File: src/rtl/mips_fetch_unit.sv
// Fetch stage for a 1-cycle synchronous instruction memory. Tracks the PC of the word
// currently on the memory output, and applies stall, branch, jump and halt requests with
// zero redirect bubbles. Fetches beyond the last valid word trap into a sticky fault.
module mips_fetch_unit #(
  parameter int unsigned PC_W       = 32,
  parameter int unsigned IMEM_DEPTH = 35,
  parameter int unsigned BR_OFF_W   = 6,
  parameter int unsigned JMP_W      = 12
) (
  input  logic                clk,
  input  logic                rst_n,
  input  logic                stall_i,
  input  logic                branch_taken_i,
  input  logic [BR_OFF_W-1:0] branch_offset_i,
  input  logic                jump_i,
  input  logic [JMP_W-1:0]    jump_target_i,
  input  logic                halt_i,
  output logic [PC_W-1:0]     pc_o,
  output logic [PC_W-1:0]     inst_pc_o,
  output logic [PC_W-1:0]     pc_plus1_o,
  output logic                inst_valid_o,
  output logic                halted_o,
  output logic                fault_o
);

  typedef enum logic [1:0] {StBoot, StRun, StHalt, StFault} state_e;

  state_e          state_q, state_d;
  logic [PC_W-1:0] fetch_pc_q, fetch_pc_d;
  logic [PC_W-1:0] inst_pc_q, inst_pc_d;
  logic            inst_valid_q, inst_valid_d;
  logic            halted_q, halted_d;
  logic            fault_q, fault_d;

  logic            accept;
  logic [PC_W-1:0] branch_target;
  logic [PC_W-1:0] jump_target_ext;
  logic [PC_W-1:0] target;
  logic            target_oor;

  // Redirect target selection; jump outranks branch, both only on an accepted instruction.
  always_comb begin
    accept          = (state_q == StRun) && inst_valid_q && !stall_i;
    branch_target   = inst_pc_q + PC_W'(1)
                    + {{(PC_W-BR_OFF_W){branch_offset_i[BR_OFF_W-1]}}, branch_offset_i};
    jump_target_ext = {{(PC_W-JMP_W){1'b0}}, jump_target_i};
    if (accept && jump_i) begin
      target = jump_target_ext;
    end else if (accept && branch_taken_i) begin
      target = branch_target;
    end else begin
      target = fetch_pc_q;
    end
    // Negative branch results wrap high and land here too.
    target_oor = (target >= PC_W'(IMEM_DEPTH));
  end

  // State register.
  always_ff @(posedge clk or negedge rst_n) begin
    if (!rst_n) begin
      state_q <= StBoot;
    end else begin
      state_q <= state_d;
    end
  end

  // Next-state logic; halt wins over the range check.
  always_comb begin
    state_d = state_q;
    unique case (state_q)
      StBoot: state_d = StRun;
      StRun: begin
        if (accept && halt_i) begin
          state_d = StHalt;
        end else if (accept && target_oor) begin
          state_d = StFault;
        end
      end
      default: state_d = state_q;
    endcase
  end

  // Datapath next-state; everything holds on stall and in the terminal states.
  always_comb begin
    fetch_pc_d   = fetch_pc_q;
    inst_pc_d    = inst_pc_q;
    inst_valid_d = inst_valid_q;
    halted_d     = halted_q;
    fault_d      = fault_q;
    if (state_q == StBoot) begin
      inst_pc_d    = '0;
      fetch_pc_d   = PC_W'(1);
      inst_valid_d = 1'b1;
    end else if (accept) begin
      if (halt_i) begin
        halted_d     = 1'b1;
        inst_valid_d = 1'b0;
      end else if (target_oor) begin
        fault_d      = 1'b1;
        inst_valid_d = 1'b0;
      end else begin
        inst_pc_d  = target;
        fetch_pc_d = target + PC_W'(1);
      end
    end
  end

  // Datapath registers.
  always_ff @(posedge clk or negedge rst_n) begin
    if (!rst_n) begin
      fetch_pc_q   <= '0;
      inst_pc_q    <= '0;
      inst_valid_q <= 1'b0;
      halted_q     <= 1'b0;
      fault_q      <= 1'b0;
    end else begin
      fetch_pc_q   <= fetch_pc_d;
      inst_pc_q    <= inst_pc_d;
      inst_valid_q <= inst_valid_d;
      halted_q     <= halted_d;
      fault_q      <= fault_d;
    end
  end

  // Memory address mux; anything not advancing re-reads inst_pc so the output stays stable.
  always_comb begin
    unique case (state_q)
      StBoot:  pc_o = fetch_pc_q;
      StRun:   pc_o = (accept && !halt_i && !target_oor) ? target : inst_pc_q;
      default: pc_o = inst_pc_q;
    endcase
    inst_pc_o    = inst_pc_q;
    pc_plus1_o   = inst_pc_q + PC_W'(1);
    inst_valid_o = inst_valid_q;
    halted_o     = halted_q;
    fault_o      = fault_q;
  end

endmodule

File: config.mk
export PLATFORM = sky130hd
export DESIGN_NAME = mips_fetch_unit
export DESIGN_NICKNAME = d
export VERILOG_FILES = /design/src/rtl/mips_fetch_unit.sv
export SDC_FILE = /design/constraint.sdc
export NUM_CORES = 1
export LEC_CHECK = 0
export CAP_MARGIN = 20
export CORE_MARGIN = 2
export CORE_UTILIZATION = 54
export CTS_CLUSTER_DIAMETER = 150
export DETAILED_ROUTE_END_ITERATION = 7
export PLACE_DENSITY = 0.95
export SLEW_MARGIN = 5
export SYNTH_ARGS = -nofsm -noshare
export SYNTH_HDL_FRONTEND = slang
export SYNTH_SLANG_ARGS = --single-unit
File: constraint.sdc
create_clock -name clk -period 14 [get_ports clk]
set_input_delay 2.1 -clock clk [delete_from_list [all_inputs] [get_ports clk]]
set_output_delay 2.1 -clock clk [all_outputs]
set_load 0.05 [all_outputs]
; ---- Word-level counts from Yosys, hierarchy flattened
; Cells that the tools add are included.
[totals]
inputBits = 24
wordCells = 55
reg_bits = 69
[classes]
order_cmp = 1
bitwise = 2
eq_ne = 4
n_addsub = 3
mux = 19
n_reduce_logical = 20
[op_table]
columns = op, count
row1 = 32-bit 2-to-1 mux, 11
row2 = "32-bit by 1-bit adder with 32-bit output, second input constant", 2
row3 = 32-bit case mux with 2 select lines, 1
row4 = 32-bit adder, 1
row5 = "32-bit by 6-bit greater-or-equal comparator with 1-bit output, second input constant", 1
row6 = 1-bit logical AND, 8
row7 = 3-bit AND reduction, 2
row8 = 1-bit 2-to-1 mux, 4
row9 = 2-bit 2-to-1 mux, 2
row10 = "2-bit by 1-bit inequality test with 1-bit output, second input constant", 2
row11 = 2-bit case mux with 2 select lines, 1
row12 = 2-bit AND reduction, 2
row13 = 4-bit AND reduction, 1
row14 = 2-bit nonzero test, 2
row15 = 1-bit zero test, 3
row16 = "3-bit by 1-bit inequality test with 1-bit output, second input constant", 1
row17 = 3-bit nonzero test, 1
row18 = "2-bit by 1-bit equality test with 1-bit output, second input constant", 1
row19 = 2-bit zero test, 1
row20 = 1-bit inverter, 2

; ---- Logic depth before layout (Yosys ltp)
[depth]
word_depth = 11
mapped_depth = 23

; ---- Worst setup path after synthesis
; Ideal clock, no wire load.
[synth_path]
path_kind = reg2out
start = register inst_pc_q[3] (netlist: inst_pc_o[3])
end = output pc_o[5]
path_buffers = 2
path_stages_with_launch = 22
arrival_ns = 6.541
slack_ns = 5.359
path_cell_list = dfrtp_1 and3_1 and2_1 and3_1 nor2b_1 and3_1 clkbuf_1 nand3_1 xnor2_1 ha_1 clkbuf_1 inv_1 o22ai_1 or4_1 a31oi_1 a31o_2 o211ai_1 a2111oi_2 o21ai_1 a211oi_4 mux2_2 a21oi_1
[synth_via]
elab_chain_len = 9
[synth_lines]
columns = element, line
row1 = start: declaration, 30  ; logic [PC_W-1:0] inst_pc_q, inst_pc_d;
row2 = start signal: assignment, 118  ; inst_pc_q <= inst_pc_d;
row3 = 32-bit by 1-bit adder with 32-bit output, --
row4 = named net pc_plus1_o[24], 20  ; output logic [PC_W-1:0] pc_plus1_o,
row5 = 32-bit adder, 45  ; + {{(PC_W-BR_OFF_W){branch_offset_i[BR_OFF_W-1]}}, branch_offset_i};
row6 = 32-bit 2-to-1 mux, 49  ; end else if (accept && branch_taken_i) begin
row7 = 32-bit 2-to-1 mux, 47  ; if (accept && jump_i) begin
row8 = 32-bit by 6-bit greater-or-equal comparator with 1-bit output, 55  ; target_oor = (target >= PC_W'(IMEM_DEPTH));
row9 = 1-bit zero test, 129  ; StRun: pc_o = (accept && !halt_i && !target_oor) ? target : inst_pc_q;
row10 = 1-bit logical AND, 129
row11 = 32-bit 2-to-1 mux, 129
row12 = 32-bit case mux with 2 select lines, 127  ; unique case (state_q)
row13 = end: declaration, 18  ; output logic [PC_W-1:0] pc_o,
; The timed path passes the listed nets, and every way through them passes these cells.

; ---- Worst setup path after layout
[layout_path]
start = input branch_offset_i[5]
end = output pc_o[5]
[layout_via]
elab_chain_len = 8
[layout_lines]
columns = element, line
row1 = start: declaration, 14  ; input logic [BR_OFF_W-1:0] branch_offset_i,
row2 = 32-bit adder *, 45
row3 = 32-bit 2-to-1 mux *, 49
row4 = 32-bit 2-to-1 mux *, 47
row5 = 32-bit by 6-bit greater-or-equal comparator with 1-bit output, 55
row6 = 1-bit zero test, 129
row7 = 1-bit logical AND, 129
row8 = 32-bit 2-to-1 mux *, 129
row9 = 32-bit case mux with 2 select lines *, 127
; Every way passes the cells marked *; elsewhere a longest branch is shown, timed or not.

==> results.md <==
* Clock Path Buffers at 2
* Cell-by-cell trace of the critical path: clkdlybuf4s50_1 > buf_8 > ha_1 > a21oi_1 > o21ai_0 > or2_2 > o311a_1 > o311ai_0 > nand4_1 > o31ai_1 > nand4_1 > a211oi_4 > mux2_2 > a21oi_1 > clkdlybuf4s50_1
* Total negative slack at 0 ps
* Mapped Cells at 682
* DRT Pass-1 Iters at 7
* Total GRT Usage at 32.7%
* Drt wl/cell at 20.1 µm
* Largest family of logic cells by synthesized area: simple AND/OR/NAND/NOR gates
* Initial Util at 55.5%
* Post-synthesis mux area share at 1.83%
* Setup CP Type: in2out
* Post-layout util at 70.3%
* # DRC at 0
* Vias at 5,973
* WL final at 18,700 µm
* XOR/XNOR Fraction of Synth Area at 7.58%
* Synth unique cells at 64
* Crit end category: output pin
* Final setup viols at 0
* Max-cap check violation count at 0
* CP top delay family: compound AO/OA/AOI/OAI gates
* Post-CTS Setup Bufs at 0
* Die X at 107 µm
* CP max-delay cell: a211oi_4
* NumNets Final at 847
* Port Buf Inserts at 122
* Die ar. at 0.0114 mm²
* Tightest Hold Check Type: reg2reg
* Critical path required time at 11,900 ps
* Core Area at 0.0103 mm²
* DPL Wire Length at 14,000 µm
* Cells on worst reg2reg path at 19
* Area Overhead vs Synth at 26.7%
* Cts repair resizes at 0
* Relative slew slack at 30.4%
* Synth area leaders: dfrtp_1 30%, ha_1 7.4%, and2_1 6.0%, xnor2_1 5.4%, a21oi_1 4.5%
* Final hold violations at 0
* Async set-reset flop share out of synthesis at 100%
* ANT cells at 0
* Hold buffers post-CTS at 0
* Layout cells sized above 1 at 5.43%
* CP Launch Type: input pin
* Clk root buf: clkbuf_8
* Slew Viols, Final at 0
* Remaining Overflow, GRT at 0
* Cell Area, Synth at 0.00573 mm²
* Crit path time final at 10,110 ps
* CTS buffer count at 9
* Most common cell after layout, fill and taps aside: clkdlybuf4s50_1
* P_sw at 0.000302 W
* # rows at 37
* Worst skew pair latency at 350 ps
* Critical Path Fanout Max at 22
* CP peak stage delay at 880 ps
* FF-to-FF Start: inst_pc_o[3]$_DFFE_PN0P_
* Die Ht at 107 µm
* Synth Register Bits at 69
* Sw frac at 40.1%
* Final antenna-violating net count at 0
* Most frequent cells in the layout: 121 x clkdlybuf4s50_1, 69 x dfrtp_1, 60 x nand2_1, 55 x and2_1, 51 x a21oi_1
* RSZ-0062 raised after global routing: false
* Top_reg_cell synth: dfrtp_1
* CTS Sinks at 69
* Yosys top cell area share at 30.1%
* First-pass GRT wire length at 29,400 µm
* Largest net degree at the start of global routing at 78
* Number of synthesized flops with an enable pin at 0
* Hold Crit Depth at 1
* Internal at 0.000451 W
* Avg Cell Area, Syn at 8.40 µm²
* Tightest Pin Transition at 1040 ps
* DP Area at 0.00700 mm²
* PwrDens at 104 mW/mm²
* Drt first-iter violations at 464
* Clk network pwr share at 26.4%
* Area leader, netlist: dfrtp_1
* Leakage at 3.08 nW
* Max Clock Freq at 0.0989 GHz
* VDD IR max at 124 µV
* Post-Synth Simple-Gate Area at 24.6%
* Combinational share of power at 41.2%
* Initial antenna violation count at 0
* Fin crit share at 72.2%
* R2r endpoint: fetch_pc_q[29]$_DFFE_PN0P_
* Hold_sp: halted_o$_DFFE_PN0P_
* Ys Warns at 0
* CTS tree: done
* GPL Wtd Cong at 1.01
* Hold Path End: halted_o$_DFFE_PN0P_
* Outcome: finished clean
* Vias/cell at 6.44
* Seq pwr share at 32.4%
* Design area at 0.00726 mm²
* Post-synthesis adder-cell area fraction at 7.78%
* IO Count at 123
* Register area share after synthesis at 30.1%
* Syn Nets at 741
* Skew final at 7.71 ps
* Synth Area in Compound Gates at 24.0%
* Crit path DAT at 8010 ps
* FF-to-FF setup slack at 7570 ps
* Number of global-route vias before repair at 5,766
* Worst-path clk slew at 70 ps
* H-tree depth at 3
* Worst Path Buf+Inv at 3
-- power groups by stage --
stage,registers (W),logic (W),clock network [W]
2_1_floorplan,0.000270,0.000187,0
3_3_place_gp,0.000244,0.000296,0
3_5_place_dp,0.000246,0.000303,0
4_1_cts,0.000242,0.000307,0.000201
5_1_grt,0.000246,0.000330,0.000209
6_report,0.000244,0.000310,0.000199
-- sequential cells by signal, summed over array words and instances, names as in the netlist --
name          count
halted_o          1
inst_pc_o        32
fetch_pc_q       32
fault_o           1
state_q           2
inst_valid_o      1
-- layout make-up --
type / count / area, µm²
tap: 136 / 170
clock buffer: 11 / 151
clock inverter: 4 / 95.1
multi-input combinational: 560 / 3780
fill: 752 / 3060
inverter: 21 / 78.8
timing repair buffer: 127 / 1260
sequential: 69 / 1730
-- worst reg2reg max path: cells and delay by family (launching register included) --
kind	cells	cell delay, ps
buf+inv	1	340
xor+xnor	1	500
flops	1	500
compound gates	6	2190
simple gates	10	2350
fa+ha+maj	1	450
-- kinds of logic (layout without fill, tap and decap cells) --
kind of cell             after synthesis  after routing
AND/OR/NAND/NOR                      272            272
AO/OA/AOI/OAI                        195            195
flip-flops                            69             69
buffers and inverters                 53            163
XOR/XNOR                              48             48
adder cells (fa/ha/maj)               35             35
multiplexers                          10             10
-- metal layers --
layer	track usage (%)	share of wire, %	vias to the layer above
met5	0	0	-
met4	14.8	3.7	0
met3	5.71	8.2	63
met2	52.5	47	300
met1	43.2	41	2881
li1	-	-	2729
-- synthesized netlist by cell type (5+ instances only) --
master and n:
a21oi_1 51, mux2i_1 6, and2_1 55, dfrtp_1 69, or2_2 5, nand4_1 21, and3_1 10, ha_1 34
o21ai_0 28, o22ai_1 9, nand2_1 60, nor4_1 7, o211ai_1 9, nor3_1 15, xor2_1 12, clkbuf_1 25
inv_1 21, a31oi_1 6, a211oi_1 6, a21o_1 9, xnor2_1 35, nor2_1 47, a22o_1 26, nand3_1 24
nand2b_1 8
-- metrics by stage --
step                hold WS, ps  instances  setup WS, ps  power, W
global route                501        928          3590  0.000785
floorplan                   477        682          5360  0.000457
global placement            446        912          3820  0.000541
CTS                         488        927          3640  0.000750
finish                      486        928          3890  0.000753
detailed placement          475        912          3670  0.000549
-- worst max-delay path by stage --
stage | from | endpoint | slack, ps | cells past startpoint
5_1_grt | branch_offset_i[5] | pc_o[5] | 3590 | 15
3_3_place_gp | branch_offset_i[5] | pc_o[5] | 3820 | 14
3_5_place_dp | branch_offset_i[5] | pc_o[5] | 3670 | 14
4_1_cts | branch_offset_i[5] | pc_o[5] | 3640 | 14
2_1_floorplan | inst_pc_o[3]$_DFFE_PN0P_ | pc_o[5] | 5360 | 21
6_report | branch_offset_i[5] | pc_o[5] | 3890 | 15
Note: power is estimated with default switching activity, not from simulation.
